`config.mk`:
```
export PLATFORM = sky130hd
export DESIGN_NAME = fixed_divider
export DESIGN_NICKNAME = d
export VERILOG_FILES = /design/src/rtl/fixed_pkg.sv /design/src/rtl/fixed_div_step.sv /design/src/rtl/fixed_divider.sv
export SDC_FILE = /design/constraint.sdc
export NUM_CORES = 1
export LEC_CHECK = 0
export ABC_AREA = 1
export ABC_CLOCK_PERIOD_IN_PS = 3600
export CAP_MARGIN = 5
export CELL_PAD_IN_SITES_DETAIL_PLACEMENT = 1
export CELL_PAD_IN_SITES_GLOBAL_PLACEMENT = 1
export CORE_MARGIN = 1.5
export CORE_UTILIZATION = 35
export DETAILED_ROUTE_END_ITERATION = 8
export PLACE_DENSITY = 0.74
export SETUP_SLACK_MARGIN = 0.05
export SLEW_MARGIN = 20
export SYNTH_ARGS = -nofsm -noshare
export SYNTH_HDL_FRONTEND = slang
export SYNTH_HIERARCHICAL = 1
export SYNTH_SLANG_ARGS = --single-unit
```
`constraint.sdc`:
```
create_clock -name clk -period 3.6 [get_ports clk]
set_clock_uncertainty 0.15 [all_clocks]
set_input_delay 1.08 -clock clk [delete_from_list [all_inputs] [get_ports clk]]
set_output_delay 1.08 -clock clk [all_outputs]
set_load 0.01 [all_outputs]
```
`src/rtl/fixed_pkg.sv`:
```
// Shared constants and types for the sign-magnitude fixed-point datapath
// (multiplier and divider).
package fixed_pkg;

    localparam int DEF_DATA_WIDTH  = 32;
    localparam int DEF_FIXED_POINT = 16;

    typedef enum logic [1:0] {
        IDLE = 2'd0,
        CALC = 2'd1,
        DONE = 2'd2
    } div_state_t;

    // Sign in the top bit, magnitude below it.
    typedef struct packed {
        logic                          sign;
        logic [DEF_DATA_WIDTH-2:0]     mag;
    } sm_word_t;

endpackage

```
`src/rtl/fixed_div_step.sv`:
```
// One restoring-division step: shift in a numerator bit, then compare against
// the divisor and subtract when the shifted remainder is large enough.
module fixed_div_step #(
    parameter int DATA_WIDTH = 32
) (
    input  logic [DATA_WIDTH-1:0] rem_in,
    input  logic                  bit_in,
    input  logic [DATA_WIDTH-2:0] divisor,
    output logic [DATA_WIDTH-1:0] rem_out,
    output logic                  q_bit
);

    logic [DATA_WIDTH-1:0] shifted;
    logic [DATA_WIDTH-1:0] dvs_ext;

    assign shifted = {rem_in[DATA_WIDTH-2:0], bit_in};
    assign dvs_ext = {1'b0, divisor};
    // A set remainder MSB would push the shifted value past any divisor.
    assign q_bit   = rem_in[DATA_WIDTH-1] | (shifted >= dvs_ext);
    assign rem_out = q_bit ? (shifted - dvs_ext) : shifted;

endmodule

```
`src/rtl/fixed_divider.sv`:
```
// Iterative sign-magnitude fixed-point divider, one quotient bit per cycle.
// Optional build macro FIXED_DIVIDER_OVF_SAT_EN saturates the magnitude on overflow.
module fixed_divider
    import fixed_pkg::*;
#(
    parameter int DATA_WIDTH  = DEF_DATA_WIDTH,
    parameter int FIXED_POINT = DEF_FIXED_POINT
) (
    input  logic                  clk,
    input  logic                  rst_n,
    input  logic                  in_valid,
    output logic                  in_ready,
    input  logic [DATA_WIDTH-1:0] A,
    input  logic [DATA_WIDTH-1:0] B,
    output logic                  out_valid,
    input  logic                  out_ready,
    output logic [DATA_WIDTH-1:0] C,
    output logic                  div_by_zero,
    output logic                  overflow,
    output logic [1:0]            dbg_state
);

    localparam int N  = DATA_WIDTH - 1 + FIXED_POINT;
    localparam int CW = $clog2(N);
    localparam logic [CW-1:0] LAST_STEP = CW'(N - 1);

    // Handshake: a transfer happens on a rising edge where valid and ready are
    // both high; in_ready only in IDLE, out_valid only in DONE, so an input is
    // never taken on the same edge a result is consumed.
    div_state_t            state;
    logic [CW-1:0]         count;
    logic [N-1:0]          num;
    logic [N-2:0]          quo;
    logic [DATA_WIDTH-1:0] rem;
    logic [DATA_WIDTH-2:0] dvs;
    logic                  sign_q;

    logic [DATA_WIDTH-1:0] rem_next;
    logic                  q_bit;
    logic [N-1:0]          q_final;
    logic                  ovf_next;
    logic [DATA_WIDTH-2:0] mag_next;

    fixed_div_step #(.DATA_WIDTH(DATA_WIDTH)) u_step (
        .rem_in  (rem),
        .bit_in  (num[N-1]),
        .divisor (dvs),
        .rem_out (rem_next),
        .q_bit   (q_bit)
    );

    assign q_final  = {quo, q_bit};
    assign ovf_next = |q_final[N-1:DATA_WIDTH-1];

`ifdef FIXED_DIVIDER_OVF_SAT_EN
    assign mag_next = ovf_next ? '1 : q_final[DATA_WIDTH-2:0];
`else
    assign mag_next = q_final[DATA_WIDTH-2:0];
`endif

    assign in_ready  = (state == IDLE);
    assign out_valid = (state == DONE);
    assign dbg_state = state;

    always_ff @(posedge clk or negedge rst_n) begin
        if (!rst_n) begin
            state       <= IDLE;
            count       <= '0;
            num         <= '0;
            quo         <= '0;
            rem         <= '0;
            dvs         <= '0;
            sign_q      <= 1'b0;
            C           <= '0;
            div_by_zero <= 1'b0;
            overflow    <= 1'b0;
        end else begin
            case (state)
                IDLE: begin
                    if (in_valid) begin
                        sign_q <= A[DATA_WIDTH-1] ^ B[DATA_WIDTH-1];
                        dvs    <= B[DATA_WIDTH-2:0];
                        num    <= {A[DATA_WIDTH-2:0], {FIXED_POINT{1'b0}}};
                        rem    <= '0;
                        quo    <= '0;
                        count  <= LAST_STEP;
                        if (~|B[DATA_WIDTH-2:0]) begin
                            state       <= DONE;
                            C           <= {A[DATA_WIDTH-1] ^ B[DATA_WIDTH-1], {(DATA_WIDTH-1){1'b1}}};
                            div_by_zero <= 1'b1;
                            overflow    <= 1'b0;
                        end else begin
                            state <= CALC;
                        end
                    end
                end
                CALC: begin
                    num   <= {num[N-2:0], 1'b0};
                    rem   <= rem_next;
                    quo   <= {quo[N-3:0], q_bit};
                    count <= count - 1'b1;
                    if (count == '0) begin
                        state       <= DONE;
                        C           <= {sign_q, mag_next};
                        div_by_zero <= 1'b0;
                        overflow    <= ovf_next;
                    end
                end
                DONE: begin
                    if (out_ready) begin
                        state <= IDLE;
                    end
                end
                default: state <= IDLE;
            endcase
        end
    end

endmodule

```
-- Yosys cells after proc, flatten, opt, wreduce, memory -nomap -nowiden
Index checks and enable logic that the tools add are counted.
- latch bits: 0
- memories kept: 0
- word-level logic and storage cells: 56
- input bits: 68
- register bits after elaboration: 199
- output and inout port bits: 38
- memory bits (read-only): 0
- memory bits (writable): 0
- equal/unequal tests: 6
- mux-type cells: 26
- bitwise logic cells: 2
- order comparisons: 1
- $mul: 0
- divide/modulo/power cells: 0
- shift-type cells: 0
- add/subtract/negate cells: 2
- reduce and logical (&&, ||, !) cells: 9
- operator list (operator ; count):
    32-bit 2-to-1 mux ; 5
    32-bit one-hot mux with 2 select lines ; 2
    47-bit one-hot mux with 2 select lines ; 1
    46-bit one-hot mux with 2 select lines ; 1
    47-bit 2-to-1 mux ; 1
    46-bit 2-to-1 mux ; 1
    32-bit by 31-bit greater-or-equal comparator with 1-bit output ; 1
    32-bit by 31-bit subtractor with 32-bit output ; 1
    31-bit OR reduction ; 1
    16-bit OR reduction ; 1
    6-bit one-hot mux with 2 select lines ; 1
    2-bit 2-to-1 mux ; 4
    6-bit zero test ; 1
    1-bit 2-to-1 mux ; 6
    6-bit 2-to-1 mux ; 1
    2-bit inequality test (second input constant) ; 3
    2-bit one-hot mux with 3 select lines ; 1
    6-bit by 1-bit subtractor with 6-bit output (second input constant) ; 1
    1-bit one-hot mux with 2 select lines ; 2
    2-bit AND reduction ; 2
    4-bit AND reduction ; 1
    3-bit AND reduction ; 1
    2-bit by 1-bit == test with 1-bit output (second input constant) ; 1
    2-bit == test (second input constant) ; 1
    5 further kinds ; 5

-- Logic depth before layout (Yosys ltp)
Gate-level depths: netlist (run 1).
- depth after elaboration: 4
- depth in mapped cells: 18
- gate-level depth less buffers: 16

-- By module
The synthesis (run 1) kept the hierarchy.
- by module, submodules not included (module ; times used ; seq. area each (µm²) ; area each (µm²) ; cells an instance):
    fixed_divider ; 1 ; 4579.4 ; 7337.0 ; 759
    fixed_div_step ; 1 ; 0.0 ; 3016.6 ; 655

-- Worst setup path before layout (run 1)
No wires, ideal clock.
- path kind: flip-flop to flip-flop
- from: register num[46]
- to: register rem[10]
- period minus slack after synthesis: 2.423 ns
- setup slack: 1.177 ns
- stages on the path, launching flop included: 19
- buffers on the path: 2
- data arrival time: 2.152 ns
- setup time: 0.121 ns
- path through: dfrtp_1 > inv_1 > ha_1 > fa_1 > inv_1 > nand2_1 > nand2_1 > nand3_1 > nand2_2 > nand2_1 > nand3_1 > nand2_1 > nand2_4 > inv_2 > buf_6 > buf_6 > nand2_1 > nand2_1 > a22o_1
- longest elaborated chain between the ends: 4
- elaborated cells on any way between the ends: 5
- those cells by class: add/sub: 1; order compare: 1; mux: 2; bitwise: 1
- ends and longest elaborated chain (item ; RTL line ; RTL):
    start: declaration ; fixed_divider.sv:32 ; logic [N-1:0] num;
    start signal: assignment ; fixed_divider.sv:83 ; num <= {A[DATA_WIDTH-2:0], {FIXED_POINT{1'b0}}};
    start signal: assignment ; fixed_divider.sv:98 ; num <= {num[N-2:0], 1'b0};
    32-bit by 31-bit greater-or-equal comparator with 1-bit output ; fixed_div_step.sv:19 ; assign q_bit = rem_in[DATA_WIDTH-1] | (shifted >= dvs_ext);
    1-bit OR ; fixed_div_step.sv:19 ;
    32-bit 2-to-1 mux (*) ; fixed_div_step.sv:20 ; assign rem_out = q_bit ? (shifted - dvs_ext) : shifted;
    net rem_next[10] ; fixed_divider.sv:38 ; logic [DATA_WIDTH-1:0] rem_next;
    32-bit one-hot mux with 2 select lines (*) ; fixed_divider.sv:78 ; case (state)
    end signal: assignment ; fixed_divider.sv:99 ; rem <= rem_next;
    end: declaration ; fixed_divider.sv:34 ; logic [DATA_WIDTH-1:0] rem;
The timed path passes the listed nets; every way through them passes the cells marked *.
A chain may end at the register's enable or synchronous reset.

-- Worst setup path after layout (run 1)
- from: register state[1], in the netlist dbg_state[1]
- to: output in_ready
- longest elaborated chain between the ends: 1
- ends and longest elaborated chain (item ; RTL line ; RTL):
    start: declaration ; fixed_divider.sv:30 ; div_state_t state;
    start signal: assignment ; fixed_divider.sv:67 ; state <= IDLE;
    start signal: assignment ; fixed_divider.sv:88 ; state <= DONE;
    start signal: assignment ; fixed_divider.sv:93 ; state <= CALC;
    2-bit zero test ; fixed_divider.sv:61 ; assign in_ready = (state == IDLE);
    end: declaration ; fixed_divider.sv:12 ; output logic in_ready,
No other way between the ends.

==> results of run 1 <==
==> worst max-delay path, stage by stage (launching register included) <==
cell and delay, ns:
dfrtp_1 0.47, nor2_2 0.38, clkdlybuf4s50_1 0.62
==> routing by layer <==
layer / GRT usage, % / routed length (µm) / part of all wire (%) / up-vias
met5: 0 / 0 / 0 / -
met2: 36.8 / 15000 / 49 / 109
met3: 2.96 / 705 / 2.3 / 36
met4: 6.77 / 795 / 2.6 / 0
li1: - / - / - / 4605
met1: 27.1 / 14400 / 47 / 4559
==> state kept, by name (all words and copies together), names as in the netlist <==
register / count
quo: 46
C: 32
rem: 32
dvs: 31
num: 31
count: 6
dbg_state: 2
div_by_zero: 1
overflow: 1
sign_q: 1
==> final timing paths <==
kind | start | to | slack (ns) | cells past startpoint
max reg2reg | num[46]$_DFFE_PN0P_ | rem[9]$_DFFE_PN0P_ | 0.72 | 16
max | dbg_state[1]$_DFFE_PN0P_ | in_ready | 0.45 | 2
min | C[12]$_DFFE_PN0P_ | C[12]$_DFFE_PN0P_ | 0.33 | 2
min reg2reg | C[12]$_DFFE_PN0P_ | C[12]$_DFFE_PN0P_ | 0.33 | 2
min in group asynchronous | rst_n | rem[3]$_DFFE_PN0P_ | 0.45 | 1
max in group asynchronous | rst_n | num[19]$_DFFE_PN0P_ | 1.96 | 2
==> cell families (layout without fill, tap and decap cells) <==
logic type | after synthesis | in the layout | share of synthesized area [%]
AND/OR/NAND/NOR | 761 | 761 | 29.7
buffers and inverters | 274 | 377 | 10.7
flip-flops | 183 | 183 | 44.2
AO/OA/AOI/OAI | 147 | 147 | 9.87
adder cells (fa/ha/maj) | 34 | 34 | 4.18
XOR/XNOR | 15 | 15 | 1.27
other | 0 | 1 | 0
==> report_power, final <==
| part | internal [mW] | switching [mW] | leakage, nW |
|---|---|---|---|
| Combinational | 2.85 | 5.14 | 3.95 |
| Clock | 1.03 | 1.02 | 0.312 |
| Sequential | 2.86 | 0.520 | 2.33 |
| Total | 6.74 | 6.68 | 6.60 |
==> cell type report <==
cell class	instances	share of cell area, %
multi-input cells	957	37.6
flip-flops and latches	183	36.8
repair buffers	124	9.83
inverters	221	6.67
well taps	384	3.87
clock buffers	17	3.42
clock inverters	15	1.77
diodes	1	0.0201
==> through the flow <==
stage | util, % | total power [mW] | area (µm²) | std cells | hold WS (ns)
detailed placement | 40.7 | 11.4 | 11800 | 1869 | 0.308
global placement | 40.7 | 11.2 | 11800 | 1869 | 0.306
global route | 42.9 | 14.7 | 12400 | 1901 | 0.352
CTS | 42.9 | 13.5 | 12400 | 1901 | 0.331
floorplan | - | 8.97 | 10400 | 1414 | 0.296
finish | 43.0 | 13.4 | 12400 | 1902 | 0.326
==> layout by cell type, fill, tap and decap left out, types with 2 or more instances in the layout <==
master	Yosys	final
nand2_1	573	573
inv_1	216	215
dfrtp_1	183	183
clkdlybuf4s50_1	0	104
nand3_1	78	78
nor2_1	69	68
o22ai_1	46	46
ha_1	33	33
a22o_1	32	32
a22oi_1	30	30
a21oi_1	21	21
clkbuf_16	0	17
buf_4	4	17
xor2_1	15	15
nand4_1	12	12
o21ai_0	9	9
nor3_1	6	6
inv_2	5	6
nand2_2	5	5
clkinv_8	0	5
nand3b_1	5	5
nor2_2	3	3
nor2_4	2	3
inv_8	0	3
inv_6	0	3
inv_12	0	3
o21bai_1	3	3
and2_1	3	3
nand2_4	2	2
buf_12	0	2
==> flow_metrics.py, run 1 <==
metrics = {
    "worst_setup_path": {
        "critPathCaptureType": "output pin",
        "path_class": "flip-flop to output pin",
        "crit_fanout": 5,
        "cp.arrival_ns": 1.92,
        "crit_required_ns": 2.37,
        "start_kind": "flip-flop",
    },
    "yosys": {
        "yosysWarnings": 6,
        "synth_edf_count": 0,
        "synth.top_cell.area_share_pct": 44.2,
        "yosys.cell_count.top_type": "nand2_1",
        "yosysUniqueCellTypes": 37,
        "ys_seq_area_share_pct": 44.2,
        "synth_area_per_cell_um2": 7.32,
        "ys_top_cells_by_count": "573 x nand2_1, 216 x inv_1, 183 x dfrtp_1",
        "synth_area_um2": 10400,
        "post-synth-top-area-cell": "dfrtp_1",
        "ys_ff_latch": 183,
        "synth_ff_type": "dfrtp_1",
        "synthCells": 1414,
        "synthesis.nets": 1516,
        "synthTopCellsByArea": "dfrtp_1 44%, nand2_1 21%, inv_1 7.8%, ha_1 4.0%, nand3_1 3.8%",
        "ys_async_sr_fraction_pct": 100,
    },
    "clock_tree": {
        "cts_root_buffer": "clkbuf_16",
        "post_cts_resized": 0,
        "cts_inserted_buffers": 17,
        "hold_buffers": 0,
        "cts.clk_slew.worst_paths_ns": 0.09,
        "clk_latency_ns": 0.45,
        "post_cts_buffers": 0,
        "cts_tree": "yes",
        "ctsHtreeMaxLevel": 4,
        "cts_sinks": 183,
        "cts_max_path_buffers": 2,
    },
    "cells_and_area": {
        "nets": 1606,
        "synthToLayoutAreaGrowth_pct": 20.0,
        "final.fill_count": 3614,
        "multi_input_area_um2": 4670,
        "regArea_um2": 4580,
        "drive_gt1_share_pct": 4.88,
    },
    "die": {
        "core_area_um2": 28900,
        "die_h_um": 175,
        "ioPinCount": 106,
        "die_x_um": 175,
        "initial_utilization_pct": 35.8,
        "dieArea_um2": 30600,
        "num_rows": 62,
    },
    "drt": {
        "wl_um": 30900,
        "drt_iter0_markers": 508,
        "wl_per_cell_um": 16.3,
        "ant_nets": 0,
        "drc_errors": 0,
        "dr.pass1.iters": 5,
        "vias_per_cell": 4.89,
        "vias": 9309,
    },
    "sta": {
        "final.setup.tns_ns": 0,
        "slew_headroom_pct": 48.6,
        "rsz0062_at_grt": "no",
        "final.setup.worst_slack_ns": 0.446,
        "tightest_slew_ns": 0.770,
        "fin_crit_ns": 3.15,
        "fin_crit_sh_pct": 87.6,
        "slew_viol_final": 0,
        "finalSetupViolCount": 0,
        "hold_viol": 0,
        "max_freq_mhz": 317,
    },
    "placed_design": {
        "dpl_worst_slack_ns": 0.379,
        "port_buffers": 105,
        "gp_congestion": 0.860,
        "dpl.hpwl_um": 22500,
    },
    "power": {
        "power_density_nw_per_um2": 1080,
        "p_leak_nw": 6.60,
        "ir_drop_uv": 480,
    },
    "global_routing": {
        "antenna_found_initial": 1,
        "overflow": 0,
        "grt_start_max_net_pins": 70,
        "track_usage_pct": 21.2,
        "grt_pass1_wl_um": 51800,
        "grt_pass1_vias": 10100,
    },
    "outcome": {
        "outcome": "finished, final reports clean",
    },
    "flow_run": {
        "max-cap-violations": 0,
    },
    "worst_hold_path": {
        "hold_class": "flip-flop to flip-flop",
    },
}
Note: power is estimated with default switching activity, not from simulation.
==> inputs of run 2 (changes only) <==
--- a/config.mk
+++ b/config.mk
@@ -11,10 +11,11 @@
 export CELL_PAD_IN_SITES_DETAIL_PLACEMENT = 1
 export CELL_PAD_IN_SITES_GLOBAL_PLACEMENT = 1
 export CORE_MARGIN = 1.5
-export CORE_UTILIZATION = 35
+export CORE_UTILIZATION = 45
 export DETAILED_ROUTE_END_ITERATION = 8
-export PLACE_DENSITY = 0.74
+export PLACE_DENSITY = 0.9
 export SETUP_SLACK_MARGIN = 0.05
+export SKIP_CTS_REPAIR_TIMING = 1
 export SLEW_MARGIN = 20
 export SYNTH_ARGS = -nofsm -noshare
 export SYNTH_HDL_FRONTEND = slang
==> flow_metrics.py, run 2 (synthesized netlist as in run 1, its figures left out) <==
metrics = {
    "outcome": {
        "outcome": "finished, final reports clean",
    },
    "worst_setup_path": {
        "crit_fanout": 5,
        "r2r-start": "num[46]$_DFFE_PN0P_",
        "cp_num_buf_inv": 1,
        "path_class": "flip-flop to output pin",
        "cp_cell_sequence": "nor2_2 -> clkdlybuf4s50_1",
        "cp.arrival_ns": 1.95,
        "crit_slowest_cell": "clkdlybuf4s50_1",
        "reg2regPathDepth": 16,
        "reg2reg_to": "rem[28]$_DFFE_PN0P_",
        "critical_path.max_stage_delay_ns": 0.63,
        "r2r_slack_ns": 0.57,
        "crit_required_ns": 2.37,
        "cp.depth": 2,
        "start_kind": "flip-flop",
        "crit_start": "dbg_state[1]$_DFFE_PN0P_",
        "endpoint": "in_ready",
        "critPathCaptureType": "output pin",
        "cp_top_family": "buffers and inverters",
    },
    "cells_and_area": {
        "synthToLayoutAreaGrowth_pct": 18.7,
        "largest_register_ffs": 46,
        "drive_gt1_share_pct": 4.82,
        "nets": 1605,
        "final.fill_count": 2841,
        "final_common_cell": "nand2_1",
        "antenna_cells": 0,
        "largest_register": "quo",
        "fin_cells": 1801,
        "most-common-layout-cells": "573 x nand2_1, 215 x inv_1, 183 x dfrtp_1",
        "top_regs": "quo: 46 flops, C: 32 flops, rem: 32 flops",
        "final_area_um2": 12300,
    },
    "placed_design": {
        "placed_area_um2": 11600,
        "dpl.hpwl_um": 22600,
        "port_buffers": 105,
        "dp_cells": 1769,
        "gp_congestion": 0.952,
    },
    "global_routing": {
        "track_usage_pct": 29.3,
        "overflow": 0,
        "grt_pass1_wl_um": 55000,
        "grt_start_max_net_pins": 56,
        "grt_pass1_vias": 10700,
        "antenna_found_initial": 0,
    },
    "sta": {
        "final.setup.tns_ns": 0,
        "fin_crit_ns": 3.18,
        "slew_viol_final": 0,
        "max_freq_mhz": 315,
        "hold_viol": 0,
        "tightest_slew_ns": 0.644,
        "finalSetupViolCount": 0,
        "rsz0062_at_grt": "no",
        "slew_headroom_pct": 57.1,
        "fin_crit_sh_pct": 88.2,
    },
    "die": {
        "ioPinCount": 106,
        "dieArea_um2": 23900,
        "core_area_um2": 22600,
        "initial_utilization_pct": 45.7,
        "die_x_um": 155,
        "die_h_um": 155,
        "num_rows": 55,
    },
    "clock_tree": {
        "cts.clk_slew.worst_paths_ns": 0.09,
        "cts_sinks": 183,
        "cts_inserted_buffers": 17,
        "clk_latency_ns": 0.46,
        "ctsHtreeMaxLevel": 4,
        "cts_root_buffer": "clkbuf_16",
        "cts_tree": "yes",
        "cts_max_path_buffers": 2,
    },
    "power": {
        "ir_drop_uv": 537,
        "total_power_mw": 13.7,
        "power_density_nw_per_um2": 1120,
        "p_leak_nw": 6.59,
    },
    "drt": {
        "wl_um": 33800,
        "drt_iter0_markers": 556,
        "ant_nets": 0,
        "dr.pass1.iters": 5,
        "vias_per_cell": 5.49,
        "vias": 9891,
        "wl_per_cell_um": 18.8,
        "drc_errors": 0,
    },
    "flow_run": {
        "max-cap-violations": 0,
    },
    "worst_hold_path": {
        "hold_class": "flip-flop to flip-flop",
    },
}
==> run 2: cell type report <==
| cell class | count | area (µm²) | share of cell area [%] |
|---|---|---|---|
| flip-flops and latches | 183 | 4580 | 37.2 |
| clock buffers | 17 | 425 | 3.46 |
| repair buffers | 123 | 1210 | 9.88 |
| well taps | 285 | 357 | 2.90 |
| inverters | 221 | 830 | 6.75 |
| clock inverters | 15 | 219 | 1.78 |
| multi-input cells | 957 | 4670 | 38.0 |
==> run 2: worst min path at each step <==
stage / startpoint / slack, ns / endpoint / depth (start not counted)
global placement: C[29]$_DFFE_PN0P_ / 0.30 / C[29]$_DFFE_PN0P_ / 2
CTS: C[8]$_DFFE_PN0P_ / 0.33 / C[8]$_DFFE_PN0P_ / 2
finish: C[8]$_DFFE_PN0P_ / 0.33 / C[8]$_DFFE_PN0P_ / 2
global route: dvs[21]$_DFFE_PN0P_ / 0.35 / dvs[21]$_DFFE_PN0P_ / 2
detailed placement: C[8]$_DFFE_PN0P_ / 0.31 / C[8]$_DFFE_PN0P_ / 2
floorplan: count[5]$_DFFE_PN0P_ / 0.30 / count[5]$_DFFE_PN0P_ / 1
==> run 2: tightest hold or removal path, cell delays in order (launching register included) <==
cell     delay (ns)
dfrtp_1        0.35
nand2_1        0.05
nand2_1        0.05
==> run 2: per-layer routing <==
| metal | routed length (µm) | vias to the layer above | share of wire, % | GRT usage (%) |
|---|---|---|---|---|
| li1 | - | 4605 | - | - |
| met1 | 13800 | 4920 | 41 | 34.2 |
| met2 | 17400 | 271 | 51 | 53.6 |
| met3 | 1390 | 95 | 4.1 | 4.65 |
| met4 | 1260 | 0 | 3.7 | 11.6 |
| met5 | 0 | - | 0 | 0 |
==> run 2: through the flow <==
step	utilization, %	setup slack (ns)	hold WS (ns)
final	54.3	0.423	0.326
after global routing	54.3	0.391	0.354
after detailed placement	51.5	0.383	0.308
after global placement	51.5	0.467	0.304
after CTS	54.3	0.445	0.331
after floorplan	-	1.18	0.296
==> run 2: power by group <==
| part | internal, mW | total (mW) | switching, mW |
|---|---|---|---|
| combinational | 2.83 | 8.25 | 5.42 |
| clock | 0.988 | 2.08 | 1.09 |
| sequential | 2.86 | 3.41 | 0.547 |
| total | 6.68 | 13.7 | 7.06 |
==> inputs of run 3 (changes only) <==
--- a/config.mk
+++ b/config.mk
@@ -7,7 +7,6 @@
 export LEC_CHECK = 0
 export ABC_AREA = 1
 export ABC_CLOCK_PERIOD_IN_PS = 3600
-export CAP_MARGIN = 5
 export CELL_PAD_IN_SITES_DETAIL_PLACEMENT = 1
 export CELL_PAD_IN_SITES_GLOBAL_PLACEMENT = 1
 export CORE_MARGIN = 1.5
==> results of run 3 <==
Final layout, timing and power as in run 2 (identical DEF).
